**config.mk**
```make
export PLATFORM = sky130hd
export DESIGN_NAME = scope_trace_renderer
export DESIGN_NICKNAME = d
export VERILOG_FILES = /design/src/rtl/scope_trace_renderer_pkg.sv /design/src/rtl/scope_trace_renderer_sample_ram.sv /design/src/rtl/scope_trace_renderer.sv
export SDC_FILE = /design/constraint.sdc
export NUM_CORES = 2
export LEC_CHECK = 0
export ABC_CLOCK_PERIOD_IN_PS = 5100
export BUFFER_PORTS_ARGS = -buffer_cell sky130_fd_sc_hd__buf_2
export CORE_UTILIZATION = 40
export CTS_CLUSTER_DIAMETER = 100
export DETAILED_ROUTE_END_ITERATION = 16
export SYNTH_ARGS = -nofsm -noshare
export SYNTH_HDL_FRONTEND = slang
export SYNTH_SLANG_ARGS = --single-unit
```
**constraint.sdc**
```tcl
create_clock -name clock -period 5.1 [get_ports clock]
set_input_delay 0.51 -clock clock [delete_from_list [all_inputs] [get_ports clock]]
set_output_delay 0.51 -clock clock [all_outputs]
set_load 0.02 [all_outputs]
```
**src/rtl/scope_trace_renderer_pkg.sv**
```systemverilog
// ============================================================================
//  scope_trace_renderer_pkg
//  Shared screen geometry, colours, FSM encoding and colour helper.
//  Revision: 1.0
// ============================================================================
`default_nettype none

package scope_trace_renderer_pkg;

  localparam int DEF_LCD_W    = 240;
  localparam int DEF_LCD_H    = 320;
  localparam int DEF_SAMPLE_W = 8;
  localparam int DEF_GRID_DIV = 40;

  localparam logic [15:0] COLOUR_TRACE = 16'h07E0;
  localparam logic [15:0] COLOUR_GRID  = 16'h4208;
  localparam logic [15:0] COLOUR_BG    = 16'h0000;

  typedef enum logic [2:0] {
    ST_ARM       = 3'd0,
    ST_WAIT_TRIG = 3'd1,
    ST_CAPTURE   = 3'd2,
    ST_FETCH     = 3'd3,
    ST_DRAW      = 3'd4,
    ST_DONE      = 3'd5
  } state_t;

  // Trace wins over grid, grid wins over background.
  function automatic logic [15:0] pix_colour(input logic [7:0] x,
                                             input logic [7:0] lo,
                                             input logic [7:0] hi,
                                             input logic       on_grid);
    if ((x >= lo) && (x <= hi)) return COLOUR_TRACE;
    if (on_grid)                return COLOUR_GRID;
    return COLOUR_BG;
  endfunction

endpackage

`default_nettype wire

```
**src/rtl/scope_trace_renderer_sample_ram.sv**
```systemverilog
// ============================================================================
//  scope_trace_renderer_sample_ram
//  Simple dual-port sample store: one write port, one registered read port.
//  Revision: 1.0
// ============================================================================
`default_nettype none

module scope_trace_renderer_sample_ram #(
  parameter int DATA_W = 8,
  parameter int ADDR_W = 9
) (
  input  logic              clock,
  input  logic              wr_en,
  input  logic [ADDR_W-1:0] wr_addr,
  input  logic [DATA_W-1:0] wr_data,
  input  logic              rd_en,
  input  logic [ADDR_W-1:0] rd_addr,
  output logic [DATA_W-1:0] rd_data_q
);

  // Full power-of-two depth so the row pointer indexes without truncation.
  logic [DATA_W-1:0] mem_q [2**ADDR_W];

  always_ff @(posedge clock) begin
    if (wr_en) mem_q[wr_addr] <= wr_data;
    if (rd_en) rd_data_q <= mem_q[rd_addr];
  end

endmodule

`default_nettype wire

```
**src/rtl/scope_trace_renderer.sv**
```systemverilog
// ============================================================================
//  scope_trace_renderer
//  Triggered single-screen capture of an ADC stream, rasterised as trace+grid.
//  Revision: 1.0
// ============================================================================
`default_nettype none

module scope_trace_renderer
  import scope_trace_renderer_pkg::*;
#(
  parameter int LCD_W    = DEF_LCD_W,
  parameter int LCD_H    = DEF_LCD_H,
  parameter int SAMPLE_W = DEF_SAMPLE_W,
  parameter int GRID_DIV = DEF_GRID_DIV
) (
  input  logic                clock,
  input  logic                rstApp,
  input  logic                runEn,
  input  logic                sampleValid,
  input  logic [SAMPLE_W-1:0] sampleData,
  input  logic [SAMPLE_W-1:0] trigLevel,
  input  logic                pixReady,
  output logic                pixWrite,
  output logic [7:0]          xAddr,
  output logic [8:0]          yAddr,
  output logic [15:0]         pixData,
  output logic                frameDone,
  output logic                busy
);

  localparam logic [7:0] X_LAST  = 8'(LCD_W - 1);
  localparam logic [8:0] Y_LAST  = 9'(LCD_H - 1);
  localparam logic [7:0] GX_LAST = 8'(GRID_DIV - 1);
  localparam logic [7:0] GY_LAST = 8'(GRID_DIV - 1);

  function automatic logic [7:0] clamp_x(input logic [SAMPLE_W-1:0] s);
    if (32'(s) >= LCD_W) return X_LAST;
    return 8'(s);
  endfunction

  state_t                state_q, state_d;
  logic [8:0]            wr_ptr_q, wr_ptr_d;
  logic [SAMPLE_W-1:0]   prev_q, prev_d;
  logic                  prev_valid_q, prev_valid_d;
  logic                  fetch_ph_q, fetch_ph_d;
  logic [7:0]            x_q, x_d;
  logic [8:0]            y_q, y_d;
  logic [7:0]            gx_q, gx_d;
  logic [7:0]            gy_q, gy_d;
  logic [7:0]            cur_q, cur_d;
  logic [7:0]            lo_q, lo_d;
  logic [7:0]            hi_q, hi_d;
  logic                  pix_write_q, pix_write_d;
  logic [15:0]           pix_data_q, pix_data_d;
  logic                  frame_done_q, frame_done_d;
  logic                  busy_q, busy_d;

  logic                  ram_we;
  logic [8:0]            ram_waddr;
  logic                  ram_re;
  logic [SAMPLE_W-1:0]   ram_rdata;

  logic                  trig_hit;
  logic [7:0]            cur_w, prev_w, lo_w, hi_w;
  logic [7:0]            x_next, gx_next, gy_next;

  scope_trace_renderer_sample_ram #(
    .DATA_W (SAMPLE_W),
    .ADDR_W (9)
  ) u_sample_ram (
    .clock     (clock),
    .wr_en     (ram_we),
    .wr_addr   (ram_waddr),
    .wr_data   (sampleData),
    .rd_en     (ram_re),
    .rd_addr   (y_q),
    .rd_data_q (ram_rdata)
  );

  assign trig_hit = prev_valid_q && (prev_q < trigLevel) && (sampleData >= trigLevel);

  // Row y-1 was fetched as "current" on the previous row, so one read per row suffices.
  assign cur_w  = clamp_x(ram_rdata);
  assign prev_w = (y_q == 9'd0) ? cur_w : cur_q;
  assign lo_w   = (cur_w < prev_w) ? cur_w : prev_w;
  assign hi_w   = (cur_w < prev_w) ? prev_w : cur_w;

  assign x_next  = x_q + 8'd1;
  assign gx_next = (gx_q == GX_LAST) ? 8'd0 : gx_q + 8'd1;
  assign gy_next = (gy_q == GY_LAST) ? 8'd0 : gy_q + 8'd1;

  always_comb begin
    state_d      = state_q;
    wr_ptr_d     = wr_ptr_q;
    prev_d       = prev_q;
    prev_valid_d = prev_valid_q;
    fetch_ph_d   = fetch_ph_q;
    x_d          = x_q;
    y_d          = y_q;
    gx_d         = gx_q;
    gy_d         = gy_q;
    cur_d        = cur_q;
    lo_d         = lo_q;
    hi_d         = hi_q;
    pix_write_d  = pix_write_q;
    pix_data_d   = pix_data_q;
    frame_done_d = 1'b0;
    ram_we       = 1'b0;
    ram_waddr    = wr_ptr_q;
    ram_re       = 1'b0;

    unique case (state_q)
      ST_ARM: begin
        wr_ptr_d     = 9'd0;
        prev_valid_d = 1'b0;
        if (runEn) state_d = ST_WAIT_TRIG;
      end

      ST_WAIT_TRIG: begin
        if (sampleValid) begin
          prev_d       = sampleData;
          prev_valid_d = 1'b1;
          if (trig_hit) begin
            ram_we    = 1'b1;
            ram_waddr = 9'd0;
            wr_ptr_d  = 9'd1;
            state_d   = ST_CAPTURE;
          end
        end
      end

      ST_CAPTURE: begin
        if (sampleValid) begin
          ram_we   = 1'b1;
          wr_ptr_d = wr_ptr_q + 9'd1;
          if (wr_ptr_q == Y_LAST) begin
            state_d    = ST_FETCH;
            fetch_ph_d = 1'b0;
            y_d        = 9'd0;
            gy_d       = 8'd0;
          end
        end
      end

      ST_FETCH: begin
        if (!fetch_ph_q) begin
          ram_re     = 1'b1;
          fetch_ph_d = 1'b1;
        end else begin
          fetch_ph_d  = 1'b0;
          cur_d       = cur_w;
          lo_d        = lo_w;
          hi_d        = hi_w;
          x_d         = 8'd0;
          gx_d        = 8'd0;
          pix_write_d = 1'b1;
          pix_data_d  = pix_colour(8'd0, lo_w, hi_w, 1'b1);
          state_d     = ST_DRAW;
        end
      end

      ST_DRAW: begin
        if (pixReady) begin
          if (x_q == X_LAST) begin
            pix_write_d = 1'b0;
            x_d         = 8'd0;
            gx_d        = 8'd0;
            if (y_q == Y_LAST) begin
              y_d          = 9'd0;
              gy_d         = 8'd0;
              frame_done_d = 1'b1;
              state_d      = ST_DONE;
            end else begin
              y_d     = y_q + 9'd1;
              gy_d    = gy_next;
              state_d = ST_FETCH;
            end
          end else begin
            x_d        = x_next;
            gx_d       = gx_next;
            pix_data_d = pix_colour(x_next, lo_q, hi_q,
                                    (gx_next == 8'd0) || (gy_q == 8'd0));
          end
        end
      end

      ST_DONE: begin
        state_d = ST_ARM;
      end

      default: begin
        state_d     = ST_ARM;
        pix_write_d = 1'b0;
      end
    endcase

    busy_d = (state_d != ST_ARM);
  end

  always_ff @(posedge clock or posedge rstApp) begin
    if (rstApp) begin
      state_q      <= ST_ARM;
      wr_ptr_q     <= 9'd0;
      prev_q       <= '0;
      prev_valid_q <= 1'b0;
      fetch_ph_q   <= 1'b0;
      x_q          <= 8'd0;
      y_q          <= 9'd0;
      gx_q         <= 8'd0;
      gy_q         <= 8'd0;
      cur_q        <= 8'd0;
      lo_q         <= 8'd0;
      hi_q         <= 8'd0;
      pix_write_q  <= 1'b0;
      pix_data_q   <= 16'd0;
      frame_done_q <= 1'b0;
      busy_q       <= 1'b0;
    end else begin
      state_q      <= state_d;
      wr_ptr_q     <= wr_ptr_d;
      prev_q       <= prev_d;
      prev_valid_q <= prev_valid_d;
      fetch_ph_q   <= fetch_ph_d;
      x_q          <= x_d;
      y_q          <= y_d;
      gx_q         <= gx_d;
      gy_q         <= gy_d;
      cur_q        <= cur_d;
      lo_q         <= lo_d;
      hi_q         <= hi_d;
      pix_write_q  <= pix_write_d;
      pix_data_q   <= pix_data_d;
      frame_done_q <= frame_done_d;
      busy_q       <= busy_d;
    end
  end

  assign pixWrite  = pix_write_q;
  assign xAddr     = x_q;
  assign yAddr     = y_q;
  assign pixData   = pix_data_q;
  assign frameDone = frame_done_q;
  assign busy      = busy_q;

endmodule

`default_nettype wire
```
# == Word-level counts from Yosys, hierarchy flattened ==
# Memories as Yosys holds them, arrays and structs flattened. A register that Yosys moved wholly into a read port is not among the register bits.
# Index checks and enable logic that the tools add are counted.
# word_totals
in_bits,21
output_inout_bits,36
reg_bits,98
n_memories,1
ram_bits,4096
wordCells,165
# classes
order_cmp,8
addsub,5
n_reduce_logical,25
eq_ne,18
mux,91
n_bitwise,1
# memory_table
name,words,width,rd,rd_ports_with_merged_regs,wr,line,text
u_sample_ram.mem_q,512,8,1,1,1,scope_trace_renderer_sample_ram.sv:22,logic [DATA_W-1:0] mem_q [2**ADDR_W];
# ops
cell,count
$mux W16,9
$mux W8,17
$mux W9,11
$pmux W8 S2,3
$mux W1,33
$pmux W16 S2,1
$mux W3,9
$pmux W9 S3,1
$add A8 B1 Y8 const B,3
$add A9 B1 Y9 const B,2
$eq A9 B9 Y1 const B,2
$pmux W9 S2,1
$eq A8 B6 Y1 const B,2
$ge A8 B8 Y1,2
$logic_not A8 Y1,2
$lt A8 B8 Y1,2
$ne A2 B2 Y1 const B,8
$mux W15,1
$pmux W3 S5,1
$reduce_and A4 Y1,3
$logic_not A9 Y1,1
$eq A8 B8 Y1 const B,1
$ge A1 B8 Y1 const A,1
$ge A8 B8 Y1 const B,1
17 further kinds,31

# == Logic depth before layout (Yosys ltp) ==
# logic_depth
ltp_word,18
depth_mapped,22
depth_no_buf,15

# == Modules after synthesis ==
# From an unflattened synthesis, not the netlist that was laid out.
# hier_totals
hier_cells,8665
hier_area_um2,165431.2
# by_module_without_submodules
module,cells_each,area_each_um2,seq_area_each_um2,n_inst
scope_trace_renderer_sample_ram,8030,160007.2,123238.2,1
scope_trace_renderer,635,5424.0,2127.0,1

# == Worst setup path after synthesis ==
# OpenSTA, ideal clock, no wires.
# synth_timing
path_type,register -> register
startpoint,"register y_q[1], in the netlist yAddr[1]"
endpoint,"register pix_data_q[3], in the netlist pixData[3]"
required_ps,4975
n_path_buf,6
arrival_time_ps,4248
synth_period_minus_slack_ps,4374
path_stages_with_launch,22
path_slack_ps,726
setup_ps,125
path_cell_list,dfrtp_1 -> buf_4 -> buf_4 -> buf_2 -> buf_2 -> clkinv_1 -> clkbuf_1 -> ha_1 -> nand4_1 -> clkbuf_1 -> nand2_1 -> o21ai_0 -> inv_1 -> ha_1 -> a21o_1 -> a21oi_1 -> o21ai_0 -> o22ai_2 -> nor2_1 -> and3_1 -> o21a_1 -> a2111oi_0
# synth_between
elab_chain_cells,12
elab_cells_between_ends,14
classes_between,order compare (3); mux (9); reduce/logical (2)
# synth_lines
item,line,text
"start, declared",scope_trace_renderer.sv:47,"logic [8:0] y_q, y_d;"
"start signal, assigned",scope_trace_renderer.sv:225,y_q <= y_d;
$logic_not A9 Y1 *,scope_trace_renderer.sv:84,assign prev_w = (y_q == 9'd0) ? cur_w : cur_q;
$mux W8 *,scope_trace_renderer.sv:84,
$lt A8 B8 Y1,"scope_trace_renderer.sv:85, scope_trace_renderer.sv:86",
"$mux W8, on equally long branches","scope_trace_renderer.sv:85, scope_trace_renderer.sv:86",
$ge A1 B8 Y1 or $le A1 B8 Y1 (tied branches),scope_trace_renderer_pkg.sv:33,if ((x >= lo) && (x <= hi)) return COLOUR_TRACE;
$logic_and A1 B1 Y1 *,scope_trace_renderer_pkg.sv:33,
$mux W1 *,scope_trace_renderer_pkg.sv:33,
$mux W1 *,scope_trace_renderer.sv:146,if (!fetch_ph_q) begin
$mux W1 *,scope_trace_renderer.sv:112,unique case (state_q)
$mux W16 *,scope_trace_renderer_pkg.sv:34,if (on_grid) return COLOUR_GRID;
$mux W16 *,scope_trace_renderer.sv:146,
$pmux W16 S2 *,scope_trace_renderer.sv:112,
"end signal, assigned",scope_trace_renderer.sv:232,pix_data_q <= pix_data_d;
"end, declared",scope_trace_renderer.sv:54,"logic [15:0] pix_data_q, pix_data_d;"
# Every way passes the cells marked *; elsewhere a longest branch is shown, timed or not. The select of a mux whose other input is x is not followed.
# A chain may end at the register's enable or synchronous reset.

==> reports/results.tsv <==
metric	value	unit
netSwitchingFraction	0.208	
numCtsBuffers	419	
setup_viol	0	
cts_tree	yes	
overflow	0	
yosys_warnings	0	
end_kind	flip-flop	
coreArea	413000	um2
drv_cap	0	
firstDrtPassIters	7	
p_switching	0.0148	W
drtIter0Drc	11973	
synth_edf_count	4104	
rsz0062_at_grt	no	
reg2reg_from	yAddr[0]	
root_buffer	clkbuf_16	
crit_top_cell	mux4_2	
critPathMaxStageDelay	1.07	ns
first_global_vias	85272	
cp.arrival	5.40	ns
regMostFlops	u_sample_ram.mem_q	
postCtsSetupRepairBufs	0	
num_rows	236	
ff2ff_setup_slack	0.40	ns
final_common_cell	edfxtp_1	
htree_levels	5	
worstSkewPairLatency	1.00	ns
cts_resized	0	
ir_drop	321	uV
holdPathStages	5	
grt_pass1_wl	669000	um
syn_area	166000	um2
internal-power	0.0565	W
drive_gt1_frac	0.219	
period_needed	4.70	ns
seq_area_frac_synth	0.756	
fmax	213	MHz
whs	0.103	ns
placed_area	174000	um2
clock_skew	0.0938	ns
drv_slew	0	
grt_max_degree	174	
synth_cell_types	86	
ant_nets	0	
final_cell_mix	edfxtp_1, mux4_2, nor2_1, mux2i_1, clkbuf_16	
cts_num_sinks	4189	
vias_per_cell	5.97	
startpoint_type	flip-flop	
multi_input_area	37000	um2
min_from	runEn	
pwr-share-comb	0.026	
fillers	34257	
dieHeight	646	um
hold_end	state_q[0]	
dp_cells	13635	
dieArea	417000	um2
powerDensity	380	nW/um2
reg2reg_depth	8	
pin_count	57	
netlist_instances	8229	
slowest_stage	dfrtp_4	
route.detailed.drc	0	
worstSetupPathType	reg2reg	
min_period_over_period	0.921	
wl_per_cell	33.2	um
largest_reg_flops	4096	
layout.cells.non_filler	14418	
crit_chain	buf_12, buf_4, mux4_2, mux4_2, o211ai_1, a21oi_1, or4_1, a21boi_1	
cts_buffer_depth	4	
slew_headroom	0.0763	
fin_total_pwr	0.0713	W
worstMarginPinSlew	1.38	ns
vias	86088	
gp_congestion	0.867	
stdcell_area	188000	um2
synthArstFlopShare	0.0203	
status	complete, no violations	
p_leak	57.4	nW
setup_tns	0	ns
initial_core_util	0.402	
ys.flop_type	edfxtp_1	
port_buffers	48	
finalWirelength	478000	um
ff_latch_area	125000	um2
clkPwrFrac	0.439	
synth-seq-cells	4189	
antenna_found_initial	31	
crit_required	5.80	ns
hold_path_class	in2reg	
seqPwrFrac	0.534	
grt_use_total	0.226	
postSynthAreaPerCell	20.1	um2
hold_buffers	10	
clk_pin_slew	0.07	ns
finalHoldViolCount	0	
post-dp-hpwl	293000	um
cp_max_fo	27	
r2r_end	u_sample_ram.rd_data_q[5]	
layout.nets	8658	
synthToLayoutAreaGrowth	13.3	%
dieWidth	646	um
[area by class of cell]
cell class              instances  share of cell area
multi-input cells            3465               0.197
diodes                         10            0.000133
flip-flops and latches       4189               0.668
clock buffers                 509              0.0583
inverters                      55             0.00119
clock inverters               254              0.0156
repair buffers                462              0.0232
well taps                    5474              0.0365
[cells by family (layout without fill, tap and decap cells)]
kind of cell	count (synthesis)	count (layout)	share of synthesized area
flops	4189	4189	0.756
mux	1380	1380	0.154
simple gates	1218	1218	0.0307
compound gates	808	808	0.0329
buf+inv	582	1280	0.0221
fa+ha+maj	45	45	0.00340
xor+xnor	6	6	0.000317
other cells	1	18	0.0000226
[Yosys cell counts (11+ instances only)]
master	count	area (um2)
and3_1	25	156
mux2_2	23	259
a31oi_1	19	119
a211o_1	14	123
o211ai_1	11	82.6
buf_12	15	300
a22oi_1	27	203
a2111oi_0	15	131
or3_1	26	163
buf_1	26	97.6
nand3_1	64	320
nor2_1	684	2570
a21oi_1	152	761
nand2b_1	15	93.8
edfxtp_1	4104	123000
dfrtp_1	85	2130
clkbuf_4	11	82.6
ha_1	45	563
o21ai_0	179	896
a21o_1	17	128
nand2_1	295	1110
nor3_1	40	200
mux2i_1	446	4460
nor2b_1	17	106
buf_2	120	601
clkbuf_1	190	713
a221oi_1	55	482
buf_8	19	285
buf_4	72	541
mux4_1	90	2360
mux4_2	821	18500
o221ai_1	89	780
inv_1	53	199
a22o_1	13	114
a211oi_1	44	330
buf_6	70	788
o22ai_1	82	513
nand4_1	13	81.3
[worst max-delay path: cells and delay by family (launching register included)]
kind | cells | cell delay (ns)
AO/OA/AOI/OAI | 3 | 0.81
buffers and inverters | 2 | 0.71
flip-flops | 1 | 1.07
multiplexers | 2 | 1.13
AND/OR/NAND/NOR | 1 | 0.64
[routing by layer]
metal / track usage / vias to the layer above / wire [um]
met5: 0 / - / 41
met3: 0.0485 / 810 / 50100
li1: - / 34663 / -
met4: 0.0774 / 6 / 18000
met1: 0.318 / 45677 / 190000
met2: 0.348 / 4932 / 220000
[power groups by stage]
stage / Sequential, W / Clock, W / Combinational [W]
after floorplan: 0.0388 / 0 / 0.000817
after global placement: 0.0388 / 0 / 0.00183
after detailed placement: 0.0388 / 0 / 0.00187
after CTS: 0.0381 / 0.0316 / 0.00188
after global routing: 0.0381 / 0.0329 / 0.00206
final: 0.0381 / 0.0313 / 0.00188
[how the worst max path moves through the flow]
stage          cells after the start                         end           from  slack, ns
4_1_cts                            9   u_sample_ram.rd_data_q[5]       yAddr[0]       0.37
6_report                           8   u_sample_ram.rd_data_q[5]       yAddr[0]       0.40
3_3_place_gp                      12  u_sample_ram.mem_q[309][1]  sampleData[0]       0.09
3_5_place_dp                      12  u_sample_ram.mem_q[309][7]  sampleData[0]       0.23
2_1_floorplan                     21                  pixData[3]       yAddr[1]       0.73
5_1_grt                           10   u_sample_ram.rd_data_q[4]       yAddr[0]       0.32
[metrics by stage]
step	setup WS (ns)	utilization
after floorplan	0.726	-
after global placement	0.0940	0.421
after detailed placement	0.226	0.421
after CTS	0.372	0.455
after global routing	0.319	0.455
final	0.401	0.455
No activity file was read; power rests on OpenSTA's default activity.
